--- config.mk ---
export PLATFORM = sky130hd
export DESIGN_NAME = otter_cu_fsm
export DESIGN_NICKNAME = d
export VERILOG_FILES = /design/src/rtl/otter_cu_fsm.sv
export SDC_FILE = /design/constraint.sdc
export NUM_CORES = 1
export LEC_CHECK = 0
export BUFFER_PORTS_ARGS = -buffer_cell sky130_fd_sc_hd__clkbuf_2
export CORE_AREA = 2 2 39 41
export CTS_BUF_LIST = sky130_fd_sc_hd__clkbuf_8
export DETAILED_ROUTE_END_ITERATION = 16
export DIE_AREA = 0 0 41 43
export GPL_TIMING_DRIVEN = 0
export MAX_ROUTING_LAYER = met4
export PLACE_DENSITY_LB_ADDON = 0.1
export SLEW_MARGIN = 10
export SYNTH_ARGS = -nofsm -noshare
export SYNTH_HDL_FRONTEND = slang
export SYNTH_SLANG_ARGS = --single-unit
export TNS_END_PERCENT = 10
--- constraint.sdc ---
create_clock -name CLK -period 4.37 [get_ports CLK]
set_input_delay 0.874 -clock CLK [delete_from_list [all_inputs] [get_ports CLK]]
set_output_delay 0.874 -clock CLK [all_outputs]
set_load 0.05 [all_outputs]
--- src/rtl/otter_cu_fsm.sv ---
// Multicycle control sequencer for the OTTER MCU: fetch, execute, memory wait, writeback, interrupt entry.
// Outputs are combinational from state and the IR opcode/funct3 fields.
module otter_cu_fsm #(
   parameter int MEM_WAIT = 0
) (
   input  logic       CLK,
   input  logic       RST,
   input  logic [6:0] opcode,
   input  logic [2:0] funct3,
   input  logic       intr,
   output logic       PCWrite,
   output logic       regWrite,
   output logic       memWE2,
   output logic       memRDEN1,
   output logic       memRDEN2,
   output logic       reset,
   output logic       csr_WE,
   output logic       int_taken,
   output logic       mret_exec
);

   localparam logic [6:0] OP_LOAD   = 7'b0000011;
   localparam logic [6:0] OP_STORE  = 7'b0100011;
   localparam logic [6:0] OP_BRANCH = 7'b1100011;
   localparam logic [6:0] OP_JAL    = 7'b1101111;
   localparam logic [6:0] OP_JALR   = 7'b1100111;
   localparam logic [6:0] OP_RTYPE  = 7'b0110011;
   localparam logic [6:0] OP_IARITH = 7'b0010011;
   localparam logic [6:0] OP_LUI    = 7'b0110111;
   localparam logic [6:0] OP_AUIPC  = 7'b0010111;
   localparam logic [6:0] OP_SYSTEM = 7'b1110011;

   // Counter load value for the MEMW phase; unused when MEM_WAIT is 0.
   localparam logic [3:0] WAIT_INIT = (MEM_WAIT > 0) ? 4'(MEM_WAIT - 1) : 4'd0;

   typedef enum logic [2:0] {
      ST_INIT,
      ST_FETCH,
      ST_EXEC,
      ST_MEMW,
      ST_WB,
      ST_INTR
   } state_t;

   state_t     state_q, state_d;
   logic [3:0] cnt_q, cnt_d;
   logic       done;

   always_ff @(posedge CLK) begin
      if (RST) begin
         state_q <= ST_INIT;
         cnt_q   <= 4'd0;
      end else begin
         state_q <= state_d;
         cnt_q   <= cnt_d;
      end
   end

   always_comb begin
      state_d   = state_q;
      cnt_d     = cnt_q;
      done      = 1'b0;
      PCWrite   = 1'b0;
      regWrite  = 1'b0;
      memWE2    = 1'b0;
      memRDEN1  = 1'b0;
      memRDEN2  = 1'b0;
      reset     = 1'b0;
      csr_WE    = 1'b0;
      int_taken = 1'b0;
      mret_exec = 1'b0;

      case (state_q)
         ST_INIT: begin
            reset   = 1'b1;
            state_d = ST_FETCH;
         end
         ST_FETCH: begin
            memRDEN1 = 1'b1;
            state_d  = ST_EXEC;
         end
         ST_EXEC: begin
            case (opcode)
               OP_LOAD: begin
                  memRDEN2 = 1'b1;
                  if (MEM_WAIT == 0) begin
                     state_d = ST_WB;
                  end else begin
                     state_d = ST_MEMW;
                     cnt_d   = WAIT_INIT;
                  end
               end
               OP_STORE: begin
                  memWE2 = 1'b1;
                  if (MEM_WAIT == 0) begin
                     done = 1'b1;
                  end else begin
                     state_d = ST_MEMW;
                     cnt_d   = WAIT_INIT;
                  end
               end
               OP_BRANCH: done = 1'b1;
               OP_JAL, OP_JALR, OP_RTYPE, OP_IARITH, OP_LUI, OP_AUIPC: begin
                  regWrite = 1'b1;
                  done     = 1'b1;
               end
               OP_SYSTEM: begin
                  done = 1'b1;
                  if (funct3 == 3'b000) begin
                     mret_exec = 1'b1;
                  end else if (funct3 == 3'b001 || funct3 == 3'b010 || funct3 == 3'b011) begin
                     regWrite = 1'b1;
                     csr_WE   = 1'b1;
                  end
               end
               default: done = 1'b1;
            endcase
         end
         // Only loads and stores reach MEMW; opcode is held stable by the IR.
         ST_MEMW: begin
            if (opcode == OP_LOAD) begin
               memRDEN2 = 1'b1;
            end else begin
               memWE2 = 1'b1;
            end
            if (cnt_q == 4'd0) begin
               if (opcode == OP_LOAD) begin
                  state_d = ST_WB;
               end else begin
                  done = 1'b1;
               end
            end else begin
               cnt_d = cnt_q - 4'd1;
            end
         end
         ST_WB: begin
            regWrite = 1'b1;
            done     = 1'b1;
         end
         ST_INTR: begin
            int_taken = 1'b1;
            PCWrite   = 1'b1;
            state_d   = ST_FETCH;
         end
         default: state_d = ST_INIT;
      endcase

      if (done) begin
         PCWrite = 1'b1;
         state_d = intr ? ST_INTR : ST_FETCH;
      end
   end

endmodule

==> Word-level counts from Yosys, hierarchy flattened <==
Index checks and enable logic that the tools add are counted.
{ "classes": {"addsub": 1, "bitwise": 1, "mux": 25, "eq_ne": 19, "reduce_logical": 10} }
{ "ops": {"columns": ["operator", "count"], "rows": [
  ["7-bit by 6-bit equality test with 1-bit output, second input constant", 3],
  ["7-bit equality test, second input constant", 3],
  ["1-bit two-way mux", 16],
  ["3-bit case mux with 5 select lines", 1],
  ["7-bit by 5-bit equality test with 1-bit output, second input constant", 2],
  ["3-bit by 2-bit equality test with 1-bit output, second input constant", 4],
  ["3-bit two-way mux", 4],
  ["7-bit by 2-bit equality test with 1-bit output, second input constant", 1],
  ["3-bit by 1-bit equality test with 1-bit output, second input constant", 2],
  ["3-bit equality test, second input constant", 2],
  ["3-bit zero test", 2],
  ["1-bit case mux with 2 select lines", 3],
  ["6-bit OR reduction", 1],
  ["4-bit zero test", 1],
  ["2-bit AND reduction", 2],
  ["2-bit OR reduction", 2],
  ["4-bit by 1-bit subtractor with 4-bit output, second input constant", 1],
  ["3-bit != test, second input constant", 1],
  ["1-bit case mux with 3 select lines", 1],
  ["1-bit logical OR", 2],
  ["2-bit != test, second input constant", 1],
  ["1-bit NOT", 1]
]} }
{ "totals": {"inputBits": 13, "ff_bits": 7} }

==> Longest topological paths before layout <==
Gate-level depths: netlist of run 1.
{ "logic_depth": {"word_depth": 7, "ltp_mapped": 6, "mapped_depth_nobuf": 5} }

==> Least setup slack after synthesis of run 1 <==
OpenSTA, ideal clock, no wires.
{ "synth_timing": {"path_type": "input to output", "startpoint": "in funct3[2]", "endpoint": "out mret_exec", "path_slack_ns": 0.747, "required_time_ns": 3.496, "arrival_time_ns": 2.749, "cell_stages": 3, "cell_sequence": "nor4b_1 nand3_1 nor4_1"} }
{ "synth_via": {"elab_chain_len": 4} }
{ "synth_lines": {"columns": ["item", "line", "text"], "rows": [
  ["from (decl)", "9", "input logic [2:0] funct3,"],
  ["3-bit zero test", "109", "if (funct3 == 3'b000) begin"],
  ["1-bit two-way mux", "109", null],
  ["1-bit two-way mux", "83", "case (opcode)"],
  ["1-bit two-way mux", "73", "case (state_q)"],
  ["to (decl)", "19", "output logic mret_exec"]
]} }
No other way between the ends.

==> Worst setup path in the final report of run 1 <==
{ "layout_timing": {"startpoint": "reg cnt_q[0]", "endpoint": "out PCWrite"} }
{ "layout_via": {"elab_chain_len": 4} }
{ "layout_lines": {"columns": ["item", "line", "text"], "rows": [
  ["from (decl)", "46", "logic [3:0] cnt_q, cnt_d;"],
  ["from (signal assigned)", "55", "cnt_q <= cnt_d;"],
  ["4-bit zero test", "126", "if (cnt_q == 4'd0) begin"],
  ["1-bit two-way mux", "126", null],
  ["1-bit case mux with 3 select lines", "73", null],
  ["1-bit two-way mux", "148", "if (done) begin"],
  ["to (decl)", "11", "output logic PCWrite,"]
]} }
No other way between the ends.

==> results.md, run 1 <==
| Group | Metric | Reported |
|:---|:---|:---|
| outcome | Run status | complete, no violations |
| power | Max rail drop VDD | 0.149 mV |
| clock tree | Number of buffers created by CTS | 3 |
| power | Internal power summed over all cells | 158 uW |
| critical path | Data arrival time of the worst path | 2170 ps |
| global route | Pin count of the biggest net entering global routing | 11 |
| critical path | Maximum fanout encountered on the critical timing path | 8 |
| job | Max_cap viols | 0 |
| timing | Max_slew headroom | 72.4% |
| yosys | Post-synth EDFFs | 0 |
| power | Reg power frac | 28.5% |
| route | Number of nets still failing antenna checks after routing | 0 |
| yosys | Per-instance average area after synthesis | 7.61 sq um |
| global route | Antenna violations before repair | 0 |
| yosys | Synth Area in Compound Gates | 28.7% |
| cells and area | Share of cells above drive strength 1 | 30.5% |
| critical path | Critical Path Start Type | register |
| power | Power dissipated by switching net loads | 94.7 uW |
| route | Detailed Route Iter0 Violations | 10 |
| yosys | Share of cell area taken by muxes after synthesis | 0% |
| die | Row cnt | 14 |
| placement | Buffers on Ports | 20 |
| timing | Final Hold Viols | 0 |
| die | Effective utilization at floorplan | 39.1% |
| yosys | Post-synthesis share of cell area spent on full adders, half adders and majority gates | 2.31% |
| route | Via/cell ratio | 5.53 |
| yosys | Main synth FF type | sky130_fd_sc_hd__dfxtp_1 |
| yosys | Warning count from the yosys run | 0 |
| critical path | WS Path Type | register to output port |
| global route | Vias in the first global route | 523 |
| timing | Clock Skew | 1.14 ps |
| yosys | Number of distinct standard cells referenced by the synthesized netlist | 37 |
| clock tree | CTS tree | done |
| yosys | Cell area after technology mapping | 541 sq um |
| cells and area | Area growth from synthesis to layout | 30.6% |
| placement | DP Wirelength | 997 microns |
| power | Total power | 253 uW |
| power | Cell area power density | 358 nW/um^2 |
| yosys | #FFs+latches synth | 7 |
| timing | Fmax | 0.328 GHz |
| clock tree | Count of clock tree sinks | 7 |
| clock tree | Hold bufs inserted after CTS | 0 |
| timing | Pins over their slew limit | 0 |
| timing | Unrepaired setup endpoints after global routing | no |
| route | Final routed wire length divided by cell count | 11.7 microns |
| power | Switching Share | 37.5% |
| die | Placeable Area | 1380 sq um |
| route | Detailed Route WL | 1.30 mm |
| die | Vertical die dimension | 43 microns |
| clock tree | Post-cts sizing count | 0 |
| yosys | Simple-gate portion of the synthesized area | 33.6% |
| clock tree | # H-tree levels | 1 |
| yosys | Xor-xnor portion of the synthesized cell area | 1.62% |
| clock tree | Clock-pin transition on the worst setup and hold timing paths | 40 ps |
| yosys | Syn Inst Count | 71 |
| cells and area | Final Util | 51.0% |
| yosys | Sequential share of the synthesized area | 25.9% |
| die | Num ports | 22 |
| timing | Min Tclk post-route | 3050 ps |
| cells and area | FILL cells | 153 |
| timing | Portion of the clock cycle consumed by the worst path in the final layout | 69.7% |
| cells and area | Antenna diode count | 0 |
| placement | Weighted congestion at the end of routability-driven global placement | 0.741 |
| clock tree | Number of post-CTS setup repair buffers | 0 |
| timing | Total setup violations reported at the end of the flow | 0 |
| yosys | Combinational family with the most area after synthesis | simple AND/OR/NAND/NOR gates |
| route | Total via count in the routed design | 614 |
| global route | All-layer global routing usage | 18.4% |
| critical path | Data required, critical path | 3500 ps |
| clock tree | Number of buffers on the longest clock path | 2 |
| timing | Slew at the pin closest to its max-slew limit | 415 ps |
| yosys | Mapped Nets | 85 |
| worst hold path | Type of the worst min-delay path | register to register |
| yosys | Share of flip-flops with an asynchronous set or reset | 0% |
| route | Total DRC errors in the routed layout | 0 |
| critical path | Critical path capture point type | output port |
| power | Static Leak | 0.312 nW |
| route | Drt pass-1 iters | 4 |
| clock tree | Root Buffer Master | sky130_fd_sc_hd__clkbuf_8 |
| timing | Total Negative Setup Slacks | 0 ps |
| global route | Global route total overflow | 0 |
| cells and area | Total number of nets in the final design | 110 |
| global route | Wire length of the first global-routing pass | 2.21 mm |
| power | Clock network fraction of total power | 35.1% |
| die | Floorplan die area | 1760 sq um |
| power | Part of the total power dissipated in combinational logic | 36.5% |
| clock tree | Clock latency reported for the late side of the worst-skew pair | 230 ps |
| die | Horizontal extent of the die | 41 microns |
==> Yosys cell counts, drive strengths merged (3+ instances only) <==
| cell type | count | share of area (%) |
|---|---|---|
| nor3 | 4 | 3.7 |
| a31o | 3 | 4.9 |
| clkbuf | 3 | 2.1 |
| nor2 | 4 | 2.8 |
| a21oi | 6 | 5.6 |
| inv | 6 | 4.2 |
| dfxtp | 7 | 26 |
==> logic make-up after synthesis <==
kind of cell,after synthesis
DFF,7
xor gates and xnor gates,1
AOI/OAI and AO/OA,22
buffers and inverters,11
adders and majority gates,1
and+or+nand+nor,29
==> area by class of cell <==
| cell class | instances | area (sq um) | share of cell area [%] |
|---|---|---|---|
| Buffer | 5 | 20.0 | 2.84 |
| Inverter | 6 | 22.5 | 3.19 |
| Tap cell | 16 | 20.0 | 2.84 |
| Sequential cell | 7 | 140 | 19.9 |
| Multi-Input combinational cell | 53 | 358 | 50.7 |
| Timing Repair Buffer | 20 | 100 | 14.2 |
| Clock buffer | 3 | 41.3 | 5.85 |
| Clock inverter | 1 | 3.75 | 0.532 |
==> per-layer routing <==
metal	wire [microns]	track usage (%)
met3	69	1.57
met4	14	12.0
met2	608	26.3
met5	0	-
met1	610	23.8
==> stage by stage <==
stage	hold slack, ps	cell area [sq um]	setup WS, ps	std cells
final	501	706	1320	111
after global routing	533	706	1200	111
after CTS	513	706	1320	111
after detailed placement	508	661	1540	107
after global placement	492	661	1540	107
after floorplan	466	541	747	71
==> power by group through the flow <==
stage | sequential, mW | clock, mW | combinational (mW)
final | 0.0720 | 0.0887 | 0.0922
after global routing | 0.0729 | 0.0937 | 0.101
after CTS | 0.0719 | 0.0919 | 0.0928
after detailed placement | 0.0730 | 0 | 0.0927
after global placement | 0.0727 | 0 | 0.0923
after floorplan | 0.0719 | 0 | 0.0701
==> path summary, 6_finish.rpt <==
path / start / to / slack, ps / cells past startpoint
setup / recovery: cnt_q[0]$_SDFFE_PP0P_ / PCWrite / 1320 / 7
setup reg to reg: cnt_q[0]$_SDFFE_PP0P_ / state_q[2]$_SDFFE_PP0P_ / 2650 / 6
hold / removal: cnt_q[3]$_SDFFE_PP0P_ / cnt_q[3]$_SDFFE_PP0P_ / 500 / 2
hold reg to reg: cnt_q[3]$_SDFFE_PP0P_ / cnt_q[3]$_SDFFE_PP0P_ / 500 / 2
==> flip-flops by register name (all words and copies together), names as in the netlist <==
signal	count
state_q	3
cnt_q	4
==> cell usage in the layout (no fill, tap or decap), drive strengths merged, types with 2 or more instances in the layout <==
master    n
nand2     2
nor2      4
a21o      2
dfxtp     7
a21oi     6
inv       7
nor2b     2
o22ai     2
a2bb2oi   2
o21ai     2
nand3     2
buf       2
clkbuf   26
nor3      4
nand4b    2
a31o      3
==> worst max-delay path: stages, from the launching register on <==
cell                       delay [ps]
sky130_fd_sc_hd__dfxtp_1          300
sky130_fd_sc_hd__inv_1             90
sky130_fd_sc_hd__ha_1             210
sky130_fd_sc_hd__or3b_2           440
sky130_fd_sc_hd__clkbuf_1         200
sky130_fd_sc_hd__a21o_1           250
sky130_fd_sc_hd__o22ai_1          140
sky130_fd_sc_hd__clkbuf_2         300
No activity file was read; power rests on OpenSTA's default activity.
==> run 2, diff against run 1 <==
- clock period: 4.37 -> 2.7 ns (I/O delays scaled with it)
==> run 2 against run 1 <==
Effect of this change:
- combinational power rose by 64%
- via count down 3.4%
- critical path depth down 1
- core utilization is 0.36 points higher
- worst setup slack got worse by 1200 ps
- first-iteration DRC count shrank 70%
- non-clock buffer count fell by 1
- cell count is 0.90% lower
- register-to-register slack worse by 1600 ps
- wire length unchanged
- critical endpoint unchanged
==> results.md, run 2 (synthesis results as in run 1) <==
| Group | Metric | Reported |
|:---|:---|:---|
| timing | Smallest hold slack | 510 ps |
| critical path | Critical path capture point type | output port |
| global route | Global route total overflow | 0 |
| cells and area | Total number of nets in the final design | 109 |
| critical path | WS Path Type | register to output port |
| critical path | Start of the worst register-to-register path | cnt_q[0]$_SDFFE_PP0P_ |
| cells and area | Register name with the most flops | cnt_q |
| placement | Placed Instances | 107 |
| die | Floorplan die area | 1760 sq um |
| worst hold path | Type of the worst min-delay path | register to register |
| critical path | Data required, critical path | 2160 ps |
| cells and area | Non-filler cells, final | 110 |
| die | Row cnt | 14 |
| global route | All-layer global routing usage | 19.9% |
| placement | Instance area after placement | 667 sq um |
| clock tree | Count of clock tree sinks | 7 |
| route | Number of nets still failing antenna checks after routing | 0 |
| timing | Clock Skew | 0.476 ps |
| die | Num ports | 22 |
| cells and area | Post-layout instance area | 711 sq um |
| critical path | Data arrival time of the worst path | 2010 ps |
| global route | Antenna violations before repair | 0 |
| timing | Unrepaired setup endpoints after global routing | no |
| clock tree | CTS tree | done |
| cells and area | Area growth from synthesis to layout | 31.5% |
| timing | Pins over their slew limit | 0 |
| global route | Wire length of the first global-routing pass | 2.39 mm |
| clock tree | Number of post-CTS setup repair buffers | 0 |
| clock tree | # H-tree levels | 1 |
| placement | Weighted congestion at the end of routability-driven global placement | 0.734 |
| die | Vertical die dimension | 43 microns |
| clock tree | Clock latency reported for the late side of the worst-skew pair | 230 ps |
| timing | Total setup violations reported at the end of the flow | 0 |
| outcome | Run status | complete, no violations |
| critical path | First element of the critical path | cnt_q[0]$_SDFFE_PP0P_ |
| route | Total via count in the routed design | 593 |
| clock tree | Number of buffers on the longest clock path | 2 |
| power | Static Leak | 0.311 nW |
| route | Drt pass-1 iters | 2 |
| cells and area | Biggest registers after layout | cnt_q (4), state_q (3) |
| die | Horizontal extent of the die | 41 microns |
| timing | Final Hold Viols | 0 |
| route | Total DRC errors in the routed layout | 0 |
| clock tree | Post-cts sizing count | 0 |
| route | Via/cell ratio | 5.39 |
| placement | Buffers on Ports | 20 |
| timing | Min Tclk post-route | 2550 ps |
| cells and area | Number of flip-flops in the largest register | 4 |
| power | Max rail drop VDD | 0.274 mV |
| critical path | Critical Path Start Type | register |
| placement | DP Wirelength | 1.00 mm |
| global route | Pin count of the biggest net entering global routing | 11 |
| worst hold path | Min-Delay Startpoint | cnt_q[3]$_SDFFE_PP0P_ |
| die | Effective utilization at floorplan | 39.1% |
| cells and area | Final Util | 51.4% |
| die | Placeable Area | 1380 sq um |
| route | Final routed wire length divided by cell count | 11.8 microns |
| global route | Vias in the first global route | 586 |
| route | Detailed Route Iter0 Violations | 3 |
| cells and area | Share of cells above drive strength 1 | 31.9% |
| critical path | Maximum fanout encountered on the critical timing path | 8 |
| job | Max_cap viols | 0 |
| route | Detailed Route WL | 1.30 mm |
| power | Cell area power density | 581 nW/um^2 |
| timing | Portion of the clock cycle consumed by the worst path in the final layout | 94.3% |
| cells and area | Commonest cells after routing, fill and taps aside | sky130_fd_sc_hd__clkbuf_2, sky130_fd_sc_hd__inv_1, sky130_fd_sc_hd__dfxtp_1, sky130_fd_sc_hd__a21oi_1 |
| clock tree | Number of buffers created by CTS | 3 |
| clock tree | Root Buffer Master | sky130_fd_sc_hd__clkbuf_8 |
| timing | Slew at the pin closest to its max-slew limit | 393 ps |
| cells and area | Flip-flop and latch area | 140 sq um |
| clock tree | Clock-pin transition on the worst setup and hold timing paths | 40 ps |
| clock tree | Hold bufs inserted after CTS | 0 |
| timing | Max_slew headroom | 73.8% |
| timing | Fmax | 0.393 GHz |
| cells and area | Area of combinational cells with multiple inputs | 364 sq um |
| cells and area | FILL cells | 143 |
| cells and area | Most common cell after layout, fill and taps aside | sky130_fd_sc_hd__clkbuf_2 |
| cells and area | Antenna diode count | 0 |
[run 2: path summary, 6_finish.rpt]
| check | to | depth (start not counted) | slack (ps) |
|---|---|---|---|
| setup / recovery | PCWrite | 6 | 150 |
| hold / removal | cnt_q[3]$_SDFFE_PP0P_ | 2 | 510 |
| setup reg to reg | state_q[2]$_SDFFE_PP0P_ | 5 | 1060 |
| hold reg to reg | cnt_q[3]$_SDFFE_PP0P_ | 2 | 510 |
[run 2: final cells by class]
cell class | count | share of cell area [%]
multi-input combinational | 53 | 51.2
sequential | 7 | 19.7
timing repair buffer | 20 | 14.4
clock buffer | 3 | 5.81
inverter | 6 | 3.17
tap | 16 | 2.82
buffer | 4 | 2.29
clock inverter | 1 | 0.528
[run 2: power by group]
group	switching (mW)	internal [mW]	total [mW]
sequential	0.00560	0.111	0.116
combinational	0.102	0.0490	0.151
clock	0.0471	0.0984	0.146
[run 2: per-layer routing]
metal  global-route usage [%]  routed length, microns  vias up
li1                         -                       -      315
met1                     26.4                     626      253
met2                     28.1                     590       20
met3                     3.14                      61        5
met4                     10.0                      25        0
met5                        -                       0        -
[run 2: critical path, cell delays in order (launching register included)]
cell and delay (ps):
sky130_fd_sc_hd__dfxtp_1 300, sky130_fd_sc_hd__inv_1 90, sky130_fd_sc_hd__ha_1 220, sky130_fd_sc_hd__or3b_2 560, sky130_fd_sc_hd__a21o_1 250, sky130_fd_sc_hd__o22ai_1 130
sky130_fd_sc_hd__buf_4 220
[run 2: stage by stage]
stage / power, mW / worst slack [ps] / TNS [ps]
finish: 0.413 / 154 / 0
global route: 0.434 / 43.7 / 0
CTS: 0.413 / 2.35 / 0
detailed placement: 0.268 / 238 / 0
global placement: 0.267 / 259 / 0
floorplan: 0.230 / -8.93 / -8.93
==> run 3, diff against run 2 <==
- clock period: 2.7 -> 2.6 ns (I/O delays scaled with it)
==> run 3 against run 2 <==
Effect of this change:
- combinational power grew 6%
- global-route usage is 0.51 points higher
- cell area grew 1.2%
- non-clock buffer count stayed put
- via count up 0.34%
- critical path type unchanged
==> results.md, run 3 (synthesis results as in run 1) <==
| Group | Metric | Reported |
|:---|:---|:---|
| cells and area | Commonest cells after routing, fill and taps aside | sky130_fd_sc_hd__clkbuf_2, sky130_fd_sc_hd__inv_1, sky130_fd_sc_hd__dfxtp_1, sky130_fd_sc_hd__a21oi_1 |
| global route | All-layer global routing usage | 20.4% |
| route | Detailed Route Iter0 Violations | 2 |
| clock tree | Clock-pin transition on the worst setup and hold timing paths | 40 ps |
| route | Uppermost layer routed | met4 |
| route | Metal2 WL | 594 microns |
| timing | Final Hold Viols | 0 |
| clock tree | Number of buffers on the longest clock path | 2 |
| global route | Wire length of the first global-routing pass | 2.45 mm |
| route | Total via count in the routed design | 595 |
| cells and area | Biggest registers after layout | cnt_q (4), state_q (3) |
| timing | Smallest hold slack | 513 ps |
| global route | Vias in the first global route | 593 |
| cells and area | Register name with the most flops | cnt_q |
| global route | Antenna violations before repair | 0 |
| timing | Min Tclk post-route | 2410 ps |
| timing | Max_slew headroom | 73.3% |
| clock tree | Root Buffer Master | sky130_fd_sc_hd__clkbuf_8 |
| timing | Clock Skew | 0.871 ps |
| die | Floorplan die area | 1760 sq um |
| clock tree | Count of clock tree sinks | 7 |
| route | Final routed wire length divided by cell count | 11.8 microns |
| placement | Buffers on Ports | 20 |
| clock tree | Number of buffers created by CTS | 3 |
| cells and area | Total number of nets in the final design | 109 |
| power | Static Leak | 0.312 nW |
| critical path | Critical path capture point type | output port |
| cells and area | Number of flip-flops in the largest register | 4 |
| global route | Pin count of the biggest net entering global routing | 11 |
| clock tree | # H-tree levels | 1 |
| outcome | Run status | complete, no violations |
| die | Horizontal extent of the die | 41 microns |
| die | Effective utilization at floorplan | 39.1% |
| timing | Total setup violations reported at the end of the flow | 0 |
| route | Via/cell ratio | 5.41 |
| timing | Fmax | 0.415 GHz |
| clock tree | CTS tree | done |
| die | Vertical die dimension | 43 microns |
| power | Max rail drop VDD | 0.284 mV |
| timing | Total Negative Setup Slacks | 0 ps |
| cells and area | Antenna diode count | 0 |
| critical path | Maximum fanout encountered on the critical timing path | 8 |
| cells and area | Area growth from synthesis to layout | 33.1% |
| clock tree | Hold bufs inserted after CTS | 0 |
| cells and area | Most common cell after layout, fill and taps aside | sky130_fd_sc_hd__clkbuf_2 |
| job | Max_cap viols | 0 |
| placement | DP Wirelength | 1.00 mm |
| route | Number of nets still failing antenna checks after routing | 0 |
| worst hold path | Type of the worst min-delay path | register to register |
| die | Row cnt | 14 |
| global route | Global route total overflow | 0 |
| timing | Pins over their slew limit | 0 |
| placement | Weighted congestion at the end of routability-driven global placement | 0.734 |
| critical path | Data arrival time of the worst path | 1890 ps |
| critical path | WS Path Type | register to output port |
| route | Total DRC errors in the routed layout | 0 |
| timing | Slew at the pin closest to its max-slew limit | 400 ps |
| critical path | Data required, critical path | 2080 ps |
| timing | Portion of the clock cycle consumed by the worst path in the final layout | 92.6% |
| die | Num ports | 22 |
| route | Detailed Route WL | 1.30 mm |
| route | Total met3 wirelength after detailed routing | 61 microns |
| route | Detailed-route wire length on metal 1 | 618 microns |
| timing | Unrepaired setup endpoints after global routing | no |
| clock tree | Clock latency reported for the late side of the worst-skew pair | 230 ps |
| critical path | Critical Path Start Type | register |
| route | Drt pass-1 iters | 3 |
| cells and area | Share of cells above drive strength 1 | 31.9% |
| power | Cell area power density | 599 nW/um^2 |
| cells and area | FILL cells | 143 |
| die | Placeable Area | 1380 sq um |
==> run 3: metal layers <==
| layer | global-route usage [%] | up-vias |
|---|---|---|
| met2 | 29.4 | 20 |
| met4 | 10.0 | 0 |
| met5 | - | - |
| li1 | - | 314 |
| met3 | 3.14 | 5 |
| met1 | 26.7 | 256 |
==> run 3: through the flow <==
stage / cells / util (%) / instance area (sq um) / power (mW) / worst slack, ps
2_1_floorplan: 71 / - / 547 / 0.239 / -70.2
3_3_place_gp: 107 / 48.2 / 667 / 0.278 / 179
3_5_place_dp: 107 / 48.2 / 667 / 0.279 / 158
4_1_cts: 110 / 51.8 / 717 / 0.434 / 73.2
5_1_grt: 110 / 52.0 / 719 / 0.454 / 78.4
6_report: 110 / 52.0 / 719 / 0.431 / 193
==> run 3: worst max-delay path, stage by stage (launching register included) <==
cell and delay, ps:
sky130_fd_sc_hd__dfxtp_1 300, sky130_fd_sc_hd__inv_1 90, sky130_fd_sc_hd__ha_1 220, sky130_fd_sc_hd__or3b_4 450, sky130_fd_sc_hd__a21o_1 230, sky130_fd_sc_hd__o22ai_1 150, sky130_fd_sc_hd__clkbuf_8 210
==> run 3: final cells by class <==
cell class	count	area (sq um)	share of cell area (%)
inverters	6	22.5	3.13
multi-input cells	53	367	51.0
clock inverters	1	3.75	0.522
repair buffers	20	109	15.1
clock buffers	3	41.3	5.74
plain buffers	4	16.3	2.26
well taps	16	20.0	2.78
flip-flops and latches	7	140	19.5
==> run 3: path summary, 6_finish.rpt <==
| path | start | to | slack, ps | depth (start not counted) |
|---|---|---|---|---|
| setup / recovery | cnt_q[0]$_SDFFE_PP0P_ | PCWrite | 190 | 6 |
| hold / removal | cnt_q[3]$_SDFFE_PP0P_ | cnt_q[3]$_SDFFE_PP0P_ | 510 | 2 |
| setup reg to reg | state_q[1]$_SDFFE_PP0P_ | cnt_q[3]$_SDFFE_PP0P_ | 1030 | 4 |
| hold reg to reg | cnt_q[3]$_SDFFE_PP0P_ | cnt_q[3]$_SDFFE_PP0P_ | 510 | 2 |
==> run 3: power by group <==
group | total, mW | internal, mW | switching, mW
Sequential | 0.120 | 0.115 | 0.00557
Clock | 0.151 | 0.102 | 0.0486
Combinational | 0.160 | 0.0537 | 0.106
Total | 0.431 | 0.271 | 0.160
==> run 3: timing repair <==
item                                    in CTS  in global routing
endpoints found under the setup margin       1                  1
gates cloned                                 0                  0
setup buffers                                0                  0
gates resized for setup                      2                  1
